## config.mk

```make
export PLATFORM = sky130hd
export DESIGN_NAME = dsp48_mac_sequencer
export DESIGN_NICKNAME = d
export VERILOG_FILES = /design/src/rtl/dsp48_mac_sequencer.sv
export SDC_FILE = /design/constraint.sdc
export NUM_CORES = 1
export LEC_CHECK = 0
export CORE_ASPECT_RATIO = 0.6
export CORE_MARGIN = 2
export CORE_UTILIZATION = 42
export CTS_CLUSTER_DIAMETER = 100
export DETAILED_ROUTE_END_ITERATION = 7
export PLACE_DENSITY = 0.87
export SLEW_MARGIN = 10
export SYNTH_ARGS = -nofsm -noshare
export SYNTH_HDL_FRONTEND = slang
export SYNTH_SLANG_ARGS = --single-unit
```

## constraint.sdc

```tcl
create_clock -name CLK -period 5.65 [get_ports CLK]
set_clock_uncertainty 0.2 [all_clocks]
set_input_delay 1.4125 -clock CLK [delete_from_list [all_inputs] [get_ports CLK]]
set_output_delay 1.4125 -clock CLK [all_outputs]
set_load 0.01 [all_outputs]
```

## src/rtl/dsp48_mac_sequencer.sv

```systemverilog
// dsp48_mac_sequencer
//   Command-driven controller for one DSP48 slice used as a multiply-accumulator.
//   A job of cmd_len operand pairs is streamed into the slice. OPMODE tags are
//   delayed so that each tag meets its product at the post-adder. The accumulated
//   P is captured and returned on a valid/ready result port.
//
// Ports
//   CLK, RSTB                 clock, asynchronous active-high reset
//   cmd_valid/ready, cmd_len  job handshake and product count (0 is legal)
//   op_valid/ready, op_a/b    operand handshake, 18-bit unsigned operands
//   dsp_a/b/d, dsp_opmode     slice operand and OPMODE drives (dsp_d is always 0)
//   dsp_p, dsp_carryout       slice P output and carry-out
//   res_valid/ready           result handshake
//   res_data, res_ovf         sum mod 2^48 and sticky carry-out of the job
//
// Configuration
//   MAC_SEQ_OVF_EN  when defined, adds the carry-out tag line and sticky res_ovf.
//                   When undefined, res_ovf is 0 and dsp_carryout is ignored.
module dsp48_mac_sequencer #(
  parameter int unsigned MULT_LAT = 2,
  parameter int unsigned OPM_LAT  = 1,
  parameter int unsigned P_LAT    = 1,
  parameter int unsigned LEN_W    = 16
) (
  input  logic             CLK,
  input  logic             RSTB,
  input  logic             cmd_valid,
  output logic             cmd_ready,
  input  logic [LEN_W-1:0] cmd_len,
  input  logic             op_valid,
  output logic             op_ready,
  input  logic [17:0]      op_a,
  input  logic [17:0]      op_b,
  output logic [17:0]      dsp_a,
  output logic [17:0]      dsp_b,
  output logic [17:0]      dsp_d,
  output logic [7:0]       dsp_opmode,
  input  logic [47:0]      dsp_p,
  input  logic             dsp_carryout,
  output logic             res_valid,
  input  logic             res_ready,
  output logic [47:0]      res_data,
  output logic             res_ovf
);

  localparam int unsigned OpmDly   = MULT_LAT - OPM_LAT;
  localparam int unsigned DrainCnt = MULT_LAT + P_LAT;
  localparam int unsigned DrainW   = $clog2(DrainCnt + 2);
`ifdef MAC_SEQ_OVF_EN
  localparam int unsigned LineLen  = MULT_LAT + P_LAT;
`else
  localparam int unsigned LineLen  = OpmDly;
`endif
  localparam int unsigned LineDepth = (LineLen == 0) ? 1 : LineLen;

  typedef enum logic [1:0] {StIdle, StIssue, StDrain, StDone} state_e;
  typedef enum logic [1:0] {TagNone, TagFirst, TagNext, TagBubble} tag_e;

  state_e             state_q, state_d;
  logic [LEN_W-1:0]   rem_q, rem_d;
  logic               first_q, first_d;
  logic [DrainW-1:0]  drain_q, drain_d;
  tag_e               slot_q, slot_d;
  tag_e               line_q [LineDepth];
  tag_e               opm_tag;
  logic [17:0]        a_q, b_q;
  logic [47:0]        res_data_q, res_data_d;
  logic               alive_q;
  logic               cmd_fire, op_fire;

  assign cmd_ready = (state_q == StIdle) && alive_q;
  assign op_ready  = (state_q == StIssue);
  assign res_valid = (state_q == StDone);
  assign cmd_fire  = cmd_valid && cmd_ready;
  assign op_fire   = op_valid && op_ready;
  assign dsp_a     = a_q;
  assign dsp_b     = b_q;
  assign dsp_d     = '0;
  assign res_data  = res_data_q;

  always_comb begin
    state_d    = state_q;
    rem_d      = rem_q;
    first_d    = first_q;
    drain_d    = drain_q;
    res_data_d = res_data_q;
    case (state_q)
      StIdle: begin
        if (cmd_fire) begin
          rem_d   = cmd_len;
          first_d = 1'b1;
          if (cmd_len == '0) begin
            state_d    = StDone;
            res_data_d = '0;
          end else begin
            state_d = StIssue;
          end
        end
      end
      StIssue: begin
        if (op_fire) begin
          rem_d   = rem_q - LEN_W'(1);
          first_d = 1'b0;
          if (rem_q == LEN_W'(1)) begin
            state_d = StDrain;
            drain_d = '0;
          end
        end
      end
      StDrain: begin
        // Last product reaches P after MULT_LAT+P_LAT cycles in this state.
        if (drain_q == DrainW'(DrainCnt)) begin
          res_data_d = dsp_p;
          state_d    = StDone;
        end else begin
          drain_d = drain_q + DrainW'(1);
        end
      end
      StDone: begin
        if (res_ready) state_d = StIdle;
      end
      default: state_d = StIdle;
    endcase

    // Tag for the operand slot that dsp_a/dsp_b present next cycle.
    if (op_fire) begin
      slot_d = first_q ? TagFirst : TagNext;
    end else if (state_d == StIssue || state_d == StDrain) begin
      slot_d = TagBubble;
    end else begin
      slot_d = TagNone;
    end
  end

  always_ff @(posedge CLK or posedge RSTB) begin
    if (RSTB) begin
      state_q    <= StIdle;
      rem_q      <= '0;
      first_q    <= 1'b0;
      drain_q    <= '0;
      slot_q     <= TagNone;
      a_q        <= '0;
      b_q        <= '0;
      res_data_q <= '0;
      alive_q    <= 1'b0;
      for (int i = 0; i < int'(LineDepth); i++) line_q[i] <= TagNone;
    end else begin
      state_q    <= state_d;
      rem_q      <= rem_d;
      first_q    <= first_d;
      drain_q    <= drain_d;
      slot_q     <= slot_d;
      res_data_q <= res_data_d;
      alive_q    <= 1'b1;
      if (op_fire) begin
        a_q <= op_a;
        b_q <= op_b;
      end
      line_q[0] <= slot_q;
      for (int i = 1; i < int'(LineDepth); i++) line_q[i] <= line_q[i-1];
    end
  end

  generate
    if (OpmDly == 0) begin : g_opm_direct
      assign opm_tag = slot_q;
    end else begin : g_opm_line
      assign opm_tag = line_q[OpmDly-1];
    end
  endgenerate

  always_comb begin
    case (opm_tag)
      TagFirst:  dsp_opmode = 8'h01;
      TagNext:   dsp_opmode = 8'h09;
      TagBubble: dsp_opmode = 8'h08;
      default:   dsp_opmode = 8'h00;
    endcase
  end

`ifdef MAC_SEQ_OVF_EN
  logic ovf_q, ovf_d;
  tag_e p_tag;

  // Tag aligned with the P register output.
  assign p_tag = line_q[MULT_LAT+P_LAT-1];

  always_comb begin
    ovf_d = ovf_q;
    if ((p_tag == TagFirst || p_tag == TagNext) && dsp_carryout) ovf_d = 1'b1;
    if (cmd_fire) ovf_d = 1'b0;
  end

  always_ff @(posedge CLK or posedge RSTB) begin
    if (RSTB) ovf_q <= 1'b0;
    else      ovf_q <= ovf_d;
  end

  assign res_ovf = ovf_q;
`else
  logic unused_carryout;
  assign unused_carryout = dsp_carryout;
  assign res_ovf         = 1'b0;
`endif

endmodule
```

Word-level counts from Yosys, hierarchy flattened
Cells that the tools add are included.
W data, S select, Z words.
{ "word_totals": {"regBits": 111, "input_bits": 106, "out_inout_bits": 114} }
{ "classes": {"eq_ne": 16, "addsub": 2, "mux": 25, "reduce_logical": 12} }
{ "op_table": {"columns": ["cell", "count"], "rows": [
  ["$mux W48", 3],
  ["$pmux W48 S2", 1],
  ["$mux W16", 2],
  ["$pmux W16 S2", 1],
  ["$mux W2", 9],
  ["$eq A16 B1 Y1 const B", 1],
  ["$logic_not A16 Y1", 1],
  ["$sub A16 B1 Y16 const B", 1],
  ["$pmux W4 S3", 1],
  ["$eq A2 B2 Y1 const B", 5],
  ["$mux W3", 3],
  ["$pmux W2 S4", 1],
  ["$reduce_and A4 Y1", 2],
  ["$eq A2 B1 Y1 const B", 3],
  ["$ne A2 B1 Y1 const B", 3],
  ["$ne A2 B2 Y1 const B", 3],
  ["$pmux W3 S2", 1],
  ["$reduce_bool A2 Y1", 3],
  ["$add A3 B1 Y3 const B", 1],
  ["$eq A3 B2 Y1 const B", 1],
  ["$logic_and A1 B1 Y1", 3],
  ["$reduce_and A3 Y1", 1],
  ["$logic_not A2 Y1", 1],
  ["$mux W1", 2],
  ["other kinds (2)", 2]
]} }

Longest topological paths before layout
{ "logic_depth": {"word_depth": 9, "mapped_depth": 7, "depth_no_buf": 5} }

Worst setup path before layout
Ideal clock, no wire load.
{ "synth_path": {"path_kind": "input port to flip-flop", "startpoint": "input port cmd_len[3]", "endpoint": "register res_data_q[0] (netlist: res_data[0])", "setup_slack_ns": 2.748, "t_required_ns": 5.314, "cell_stages": 6, "arrival_time_ns": 2.566, "path_cell_list": "nor4_1 nand4_1 a21oi_1 buf_2 buf_1 a21oi_1"} }
{ "synth_via": {"elab_chain_len": 3} }
{ "synth_rtl": {"columns": ["element", "line_no", "source"], "rows": [
  ["start, declared", "29", "input logic [LEN_W-1:0] cmd_len,"],
  ["$logic_not A16 Y1", "92", "if (cmd_len == '0) begin"],
  ["$ne A2 B1 Y1 (no line)", null, null],
  ["$reduce_and A4 Y1 (no line)", null, null],
  ["end signal, assigned", "153", "res_data_q <= res_data_d;"],
  ["end, declared", "67", "logic [47:0] res_data_q, res_data_d;"]
]} }
No other way between the ends.
A chain may end at the register's enable or synchronous reset.

Worst setup path after layout
{ "layout_path": {"startpoint": "register state_q[1]", "endpoint": "output port op_ready"} }
{ "layout_via": {"elab_chain_len": 1} }
{ "layout_rtl": {"columns": ["element", "line_no", "source"], "rows": [
  ["start, declared", "59", "state_e state_q, state_d;"],
  ["start signal, assigned", "137", "state_q <= StIdle;"],
  ["start signal, assigned", "148", "state_q <= state_d;"],
  ["$eq A2 B1 Y1", "72", "assign op_ready = (state_q == StIssue);"],
  ["end, declared", "31", "output logic op_ready,"]
]} }
No other way between the ends.

==> key figures <==
Job
  • Max-Cap Viols: 0

GRT
  • Vias in the first global route: 4,253
  • First-pass GRT wire length: 21,480 um
  • Largest net degree at the start of global routing: 83
  • Initial antenna violation count: 0
  • Grt ovf: 0
  • GRT Total Usage: 20.83%

Clock network
  • Clock root cell: clkbuf_16
  • Clock Latency Late Sink: 0.33 ns
  • H-tree level count: 3
  • Hold Buf Count CTS: 0
  • PostCTS Resize Cnt: 0
  • CTS tree: done
  • CTS sink count: 111
  • Worst-path clk slew: 0.07 ns
  • Clock buffers created by TritonCTS: 9
  • Worst-case clock buffer depth: 2
  • Setup bufs post-CTS: 0

Floorplan
  • Cell Rows: 30
  • Initial Util: 43.86%
  • Die Span Y: 88.83 um
  • Core region area: 11,490 um^2
  • DIE AREA: 12,910 um^2
  • Die Width: 145.4 um
  • I/O pin cnt: 220

Timing
  • Final Setup Violations: 0
  • Period utilisation layout: 72.45%
  • Worst Max-Slew Pin Slew: 1.001 ns
  • Worst setup margin: 1.557 ns
  • Fmax: 244.3 MHz
  • Rel. slew slack: 33.25%
  • Final hold violation count: 0
  • Min cycle time layout: 4.093 ns
  • RSZ-0062 raised after global routing: false
  • Final Max Tran Viols: 0
  • Setup TNS: 0 ns

Routing
  • Total routed wirelength: 13,230 um
  • Post-route ant nets: 0
  • DRT iter0 DRCs: 235
  • Via/cell ratio: 5.072
  • Via count: 4,306
  • Pre-antenna DRT Iters: 7
  • DR WL/cell: 15.59 um
  • DRC violations left: 0

Power
  • Sw frac: 26.58%
  • Sequential power share: 49.7%
  • Power share of the clock group: 32.9%
  • Sw power: 0.0004874 W
  • Cell-internal power: 0.001346 W
  • Gate power share: 17.4%
  • Max IR drop VDD: 0.1613 mV
  • Leak: 3.090 nW
  • Power per cell area: 250.4 nW/um^2

Placed design
  • Post-Place Worst Slack: 1.571 ns
  • DP Wirelength: 9779 um
  • Placer congestion estimate: 0.8649
  • Number of I/O port buffers: 193

Min path
  • Min-delay worst type: reg2reg
  • Min-delay src: slot_q[1]

Synth
  • Post-synthesis cell count: 503
  • Unique masters post-synth: 46
  • Post-Syn Area: 5037 um^2
  • Syn avg cell area: 10.01 um^2
  • Synth warn: 0
  • Synthesized flop and latch total: 111
  • Dominant synthesized flop cell: dfrtp_1
  • Ys async rst share: 100.0%
  • Sequential fraction of the synthesis area: 55.14%
  • EDFF count, synth: 0

Finish
  • Final net count: 796
  • Area grow syn2layout: 45.38%
  • Final antenna diode count: 0
  • Commonest non-fill, non-tap cells in the layout: 193 x clkdlybuf4s50_1, 120 x nand2_1, 111 x dfrtp_1
  • Most common library cell in the layout ignoring fill and taps: clkdlybuf4s50_1
  • Share of cells above drive strength 1: 10.16%

Worst setup path
  • Launch point of the worst path: state_q[1]
  • Worst path arrival time: 2.48 ns
  • Critical setup path kind: reg2out
  • Crit end category: output port
  • Worst Path Required: 4.04 ns
  • Crit Reg-Reg Startpoint: state_q[1]
  • Crit path max fanout: 26
  • Setup crit start kind: flop

Run status
  • Status: finished, final reports clean
[per-stage QoR]
stage	util [%]	instances	area (um^2)	hold WS [ns]	total power [W]
after global placement	61.07	832	7014	0.1344	0.001226
after floorplan	-	527	5127	0.1312	0.001077
after CTS	63.52	848	7296	0.1497	0.001852
after detailed placement	61.07	832	7014	0.1370	0.001243
final	63.76	849	7323	0.1504	0.001833
after global routing	63.76	849	7323	0.1686	0.001930
[path summary, 6_finish.rpt]
check | endpoint | slack, ns | depth (start not counted)
worst max-delay path | op_ready | 1.56 | 4
worst min-delay path | line_q[1] | 0.15 | 0
worst max register to register | drain_q[1] | 2.34 | 6
worst min register to register | line_q[1] | 0.15 | 0
max in group asynchronous | res_data[4] | 2.79 | 3
min in group asynchronous | dsp_b[16] | 1.49 | 2
[critical path: stages, from the launching register on]
cell and delay [ns]:
dfrtp_1 0.55, nand2b_1 0.69, clkinv_1 0.15, buf_4 0.25
clkdlybuf4s50_1 0.51
[flip-flops by register name, indices dropped and copies added, names as in the netlist]
signal / cells
rem_q: 16
dsp_a: 18
alive_q: 1
state_q: 2
line_q: 2
res_data: 48
first_q: 1
drain_q: 3
slot_q: 2
dsp_b: 18
[logic make-up (layout without fill, tap and decap cells)]
| kind of cell | count (synthesis) | in the layout | synth area share (%) |
|---|---|---|---|
| AOI/OAI and AO/OA | 103 | 103 | 11.77 |
| adders and majority gates | 6 | 6 | 1.490 |
| buffers and inverters | 64 | 226 | 6.781 |
| DFF | 111 | 111 | 55.14 |
| muxes | 37 | 37 | 8.495 |
| other | 2 | 26 | 0.1491 |
| and+or+nand+nor | 180 | 180 | 16.17 |
[area by class of cell]
class	instances	area [um^2]
sequential	111	2778
timing repair buffer	198	1989
tap	160	200.2
fill	893	4163
multi-input combinational	352	2027
clock inverter	5	38.79
inverter	12	47.55
clock buffer	11	242.7
[layer usage]
metal | GRT usage, % | share of wire (%)
met4 | 5.169 | 0.96
met3 | 7.010 | 9.2
met2 | 34.47 | 48
met1 | 26.93 | 42
met5 | 0 | 0
[Yosys cell counts (6+ instances only)]
master	number	share of area, %
nand2_1	121	9.0
o21ai_0	13	1.3
dfrtp_1	111	55
nor2_1	15	1.1
clkbuf_1	18	1.3
mux2_2	36	8.0
buf_4	25	3.7
ha_1	6	1.5
buf_2	6	0.60
nand3_1	11	1.1
o22ai_1	7	0.87
a2bb2oi_1	7	1.2
inv_1	10	0.75
a21oi_1	62	6.2
nor4_1	6	0.75
[power by group through the flow]
stage | combinational, W | sequential (W) | clock, W
6_report | 0.000319 | 0.000911 | 0.000604
4_1_cts | 0.000320 | 0.000910 | 0.000622
5_1_grt | 0.000353 | 0.000919 | 0.000658
3_3_place_gp | 0.000308 | 0.000917 | 0
2_1_floorplan | 0.000153 | 0.000924 | 0
3_5_place_dp | 0.000319 | 0.000924 | 0
(Power assumes the default switching activity.)
==> variant 1: new RTL, config.mk and constraints unchanged <==
Change the parameter `P_LAT` from 1 to 2.
--- a/src/rtl/dsp48_mac_sequencer.sv
+++ b/src/rtl/dsp48_mac_sequencer.sv
@@ -19,7 +19,7 @@
 module dsp48_mac_sequencer #(
   parameter int unsigned MULT_LAT = 2,
   parameter int unsigned OPM_LAT  = 1,
-  parameter int unsigned P_LAT    = 1,
+  parameter int unsigned P_LAT    = 2,
   parameter int unsigned LEN_W    = 16
 ) (
   input  logic             CLK,
Formal check against the unedited RTL: not equivalent (Yosys sat finds a counterexample within 10 cycles, from zero or initial values and one cycle with RSTB high).
==> variant 1 against the unedited design <==
Non-clock buffer count fell by 2. Wire length is 0.37% lower. Total power is 5.6% higher. Design area rose by 1.6%. Sequential cell count unchanged. Maximum frequency is 4.5% higher. Area after synthesis is 4.3% higher. Worst setup slack better by 0.18 ns.
==> variant 1: results <==
metrics = {
    "run_status": {
        "run_status": "finished, final reports clean",
    },
    "setup_path": {
        "crit_fanout": 28,
        "timing.reg2reg.setup_slack_ns": 2.67,
        "critPathMaxStageDelay_ns": 0.61,
        "worstPathArrival_ns": 2.30,
        "cp_slowest_cell": "sky130_fd_sc_hd__dfrtp_1",
        "rr_endpoint": "dsp_a[5]",
        "critical_path.top_delay_family": "buffers and inverters",
    },
    "synth": {
        "adder_cell_share_of_the_synthesized_area": 0.0143,
        "yosys-mux-area-fraction": 0.0828,
        "synth.lib_cells_used.distinct": 58,
        "synth.top_cells.by_area": "sky130_fd_sc_hd__dfrtp_1 (53%), sky130_fd_sc_hd__nand2_1 (7.9%), sky130_fd_sc_hd__mux2_2 (7.7%), sky130_fd_sc_hd__o21ai_0 (4.1%), sky130_fd_sc_hd__buf_4 (4.0%)",
        "ys_seq_area_frac": 0.528,
        "synth_ff_type": "sky130_fd_sc_hd__dfrtp_1",
        "ys_top_cells_by_count": "sky130_fd_sc_hd__dfrtp_1 (111), sky130_fd_sc_hd__nand2_1 (110), sky130_fd_sc_hd__o21ai_0 (43), sky130_fd_sc_hd__mux2_2 (36), sky130_fd_sc_hd__buf_4 (28)",
        "async_flop_share": 1.00,
        "synth_compound_area_frac": 0.140,
    },
    "timing": {
        "final_critical_path_required_period_ns": 3.92,
        "worst_hold_slack_ns": 0.162,
        "max_slew_margin": 0.355,
    },
    "global_routing": {
        "grt_pass1_wl_mm": 22.0,
        "initial_antenna_violation_count": 0,
        "pin_count_of_the_biggest_net_entering_global_routing": 52,
        "grt_usage": 0.202,
    },
    "placed_design": {
        "gpl.final_weighted_congestion": 0.902,
        "pre_cts_slack_ns": 1.72,
        "hpwlAfterDp_mm": 9.74,
        "detailed_place.area_um2": 7150,
    },
    "routing": {
        "routed_wire_length_per_instance_um": 15.5,
        "drt_pre_antenna_iters": 5,
        "via_count": 4273,
        "first_iter_violations": 300,
    },
    "finish": {
        "finish.net_count": 794,
        "fillers": 991,
        "post_route_cells_drive_above_1_share": 0.127,
    },
    "power_and_ir_drop": {
        "vdd.ir_drop.worst_mv": 0.172,
        "static-leakage-power_nw": 3.09,
    },
}
[variant 1: cell types whose count changed after synthesis, moves of 5 or more]
cell,delta
sky130_fd_sc_hd__o21ai_2,+20
sky130_fd_sc_hd__nand3_1,-9
sky130_fd_sc_hd__a21oi_1,-48
sky130_fd_sc_hd__clkbuf_1,-12
sky130_fd_sc_hd__nor3_1,+5
sky130_fd_sc_hd__buf_2,+5
sky130_fd_sc_hd__nand2_1,-11
sky130_fd_sc_hd__o21ai_0,+30
[variant 1: worst max-delay path by stage]
stage / cells past startpoint / startpoint / end
after floorplan: 1 / RSTB / alive_q
after global placement: 6 / cmd_len[3] / res_data[36]
after detailed placement: 6 / cmd_len[3] / res_data[25]
after CTS: 3 / state_q[1] / op_ready
after global routing: 3 / state_q[1] / op_ready
final: 3 / state_q[1] / op_ready
[variant 1: area by class of cell]
class	instances	area [um2]	area share
Timing Repair Buffer	196	1950	0.263
Clock buffer	10	229	0.0308
Tap cell	165	206	0.0277
Multi-Input combinational cell	352	2160	0.290
Inverter	12	48.8	0.00656
Clock inverter	5	66.3	0.00891
Sequential cell	111	2780	0.373
[variant 1: stage by stage]
stage | power, W | std cells
2_1_floorplan | 0.00113 | 529
3_3_place_gp | 0.00129 | 836
3_5_place_dp | 0.00131 | 836
4_1_cts | 0.00196 | 851
5_1_grt | 0.00203 | 851
6_report | 0.00194 | 851
[variant 1: worst register-to-register path: stages (launching register included)]
cell                       delay [ns]
sky130_fd_sc_hd__dfrtp_1         0.61
sky130_fd_sc_hd__nand2b_4        0.38
sky130_fd_sc_hd__clkinv_2        0.38
sky130_fd_sc_hd__nand2_2         0.84
sky130_fd_sc_hd__mux2_2          0.44
[variant 1: logic make-up (layout without fill, tap and decap cells)]
kind of cell / after synthesis / count (layout)
and+or+nand+nor: 168 / 168
AOI/OAI and AO/OA: 113 / 113
DFF: 111 / 111
buffers and inverters: 66 / 223
muxes: 39 / 39
adders and majority gates: 6 / 6
other: 2 / 26
[variant 1: layer usage]
metal  wire (um)  track usage  part of all wire  up-vias
met4         106       0.0429            0.0080        0
met3        1060       0.0606             0.081       12
met5           0            0                 0        -
li1            -            -                 -     2041
met2        6040        0.321              0.46      182
met1        5980        0.277              0.45     2038
[variant 1: power by group]
group | switching (W) | internal (W)
Clock | 0.000290 | 0.000348
Sequential | 0.0000742 | 0.000860
Combinational | 0.000160 | 0.000203
Total | 0.000524 | 0.00141
==> variant 2: new RTL, same settings <==
Made on the original files. Re-encode `state_e` (4 states) as one-hot, 4 bits wide.
--- a/src/rtl/dsp48_mac_sequencer.sv
+++ b/src/rtl/dsp48_mac_sequencer.sv
@@ -53,7 +53,7 @@
 `endif
   localparam int unsigned LineDepth = (LineLen == 0) ? 1 : LineLen;
 
-  typedef enum logic [1:0] {StIdle, StIssue, StDrain, StDone} state_e;
+  typedef enum logic [3:0] {StIdle = 4'b0001, StIssue = 4'b0010, StDrain = 4'b0100, StDone = 4'b1000} state_e;
   typedef enum logic [1:0] {TagNone, TagFirst, TagNext, TagBubble} tag_e;
 
   state_e             state_q, state_d;
Behaviour: same outputs for any inputs over 4 cycles, from zero or initial values and one cycle with RSTB high; so few cycles prove little.
==> variant 2 against the unedited design <==
First-iteration DRC count grew 13%. Hold slack lost 0.0056 ns. Worst setup slack lost 0.44 ns. Largest cell class unchanged. Sequential cell count grew 2. Wire length grew 4.2%. Area after synthesis grew 10%. Utilization shrank 1.1 points. Count of clock-buffer cells in the layout grew 9. Design area grew 10%.
Power is not compared: it rests on default switching activity, and its combinational part moved more than twofold at a synthesized area within 25%.
==> variant 2: results <==
metrics = {
    "clock_tree": {
        "post_cts_resize_count": 0,
        "cts_root_buf": "sky130_fd_sc_hd__clkbuf_16",
        "htree_levels": 4,
        "number_of_setup_buffers_added_after_cts": 0,
        "clk_transition_reported_paths_ns": 0.05,
        "clockBufferDepth": 2,
        "clkLatencyLatePin_ns": 0.40,
        "cts-buffers-inserted": 17,
    },
    "placed_design": {
        "detailed_place.area_um2": 7410,
        "pre_cts_slack_ns": 1.28,
        "gpl.final_weighted_congestion": 0.915,
        "hpwlAfterDp_mm": 10.0,
        "numPortBuffers": 193,
    },
    "setup_path": {
        "worstPathArrival_ns": 2.92,
        "cp_slowest_cell": "sky130_fd_sc_hd__or4b_1",
        "critPathMaxStageDelay_ns": 0.91,
        "crit_fanout": 30,
        "critical_path.top_delay_family": "buffers and inverters",
    },
    "finish": {
        "post_route_cells_drive_above_1_share": 0.0690,
        "largest_register_ffs": 48,
        "finish.net_count": 809,
        "antenna-diode-count": 0,
    },
    "routing": {
        "drt_pre_antenna_iters": 5,
        "drt_total_wl_mm": 13.8,
        "via_count": 4362,
        "first_iter_violations": 265,
    },
    "power_and_ir_drop": {
        "static-leakage-power_nw": 3.31,
        "vdd.ir_drop.worst_mv": 0.220,
    },
    "synth": {
        "warnings_from_yosys": 0,
        "synth.top_cells.by_area": "sky130_fd_sc_hd__dfrtp_1 (51%), sky130_fd_sc_hd__mux2i_1 (9.4%), sky130_fd_sc_hd__mux2_1 (7.3%), sky130_fd_sc_hd__nand2_1 (4.2%), sky130_fd_sc_hd__buf_4 (4.1%)",
        "async_flop_share": 1.00,
        "ys_seq_area_frac": 0.511,
        "ys_top_cells_by_count": "sky130_fd_sc_hd__dfrtp_1 (112), sky130_fd_sc_hd__nand2_1 (62), sky130_fd_sc_hd__inv_1 (58), sky130_fd_sc_hd__mux2i_1 (52), sky130_fd_sc_hd__mux2_1 (36)",
        "synth.lib_cells_used.distinct": 58,
        "number_of_synthesized_flops_with_an_enable_pin": 0,
        "synth_ff_type": "sky130_fd_sc_hd__dfrtp_1",
    },
    "worst_hold_path": {
        "hp-class": "register to register",
    },
    "global_routing": {
        "grt_usage": 0.201,
        "grt_pass1_wl_mm": 22.8,
        "pin_count_of_the_biggest_net_entering_global_routing": 52,
        "first_global_vias": 4526,
        "initial_antenna_violation_count": 0,
    },
    "run_status": {
        "run_status": "finished, final reports clean",
    },
    "timing": {
        "worst-slew-pin-transition_ns": 1.09,
    },
}
[variant 2: final timing paths]
check | end | depth (start not counted) | startpoint | slack [ns]
max | op_ready | 3 | state_q[3] | 1.12
min | line_q[1] | 0 | slot_q[1] | 0.14
max reg2reg | dsp_b[9] | 4 | state_q[0] | 2.47
min reg2reg | line_q[1] | 0 | slot_q[1] | 0.14
max in group asynchronous | dsp_a[12] | 3 | RSTB | 3.03
min in group asynchronous | res_data[7] | 2 | RSTB | 1.19
[variant 2: final cells by class]
cell class | count | area, um2
Fill cell | 990 | 4790
Sequential cell | 113 | 2830
Multi-Input combinational cell | 310 | 2190
Timing Repair Buffer | 196 | 1950
Clock buffer | 20 | 467
Inverter | 59 | 225
Tap cell | 170 | 213
Clock inverter | 12 | 180
[variant 2: stage by stage]
step	hold slack, ns	power [W]	cells
detailed placement	0.139	0.00186	848
global route	0.146	0.00315	880
floorplan	0.131	0.00146	535
CTS	0.147	0.00303	880
finish	0.145	0.00300	880
global placement	0.136	0.00181	848
[variant 2: routing by layer]
layer  up-vias  GRT usage  part of all wire
li1       2058          -                 -
met1      2067      0.259              0.43
met3        15     0.0725             0.093
met2       222      0.317              0.46
met4         0     0.0670             0.010
met5         -          0                 0
[variant 2: worst register-to-register path: cells and delay by family (launching register included)]
family | cells | cell delay, ns
buf+inv | 1 | 0.59
flops | 1 | 0.61
mux | 1 | 0.41
simple gates | 2 | 1.25
[variant 2: report_power, final]
part / switching, W / internal (W)
registers: 0.000137 / 0.000988
clock network: 0.000374 / 0.000775
logic: 0.000304 / 0.000421
[variant 2: kinds of logic after synthesis]
logic type | count (synthesis) | synth area share
compound gates | 61 | 0.0768
flops | 113 | 0.511
simple gates | 129 | 0.120
other cells | 2 | 0.00136
buf+inv | 112 | 0.110
fa+ha+maj | 6 | 0.0136
mux | 88 | 0.167
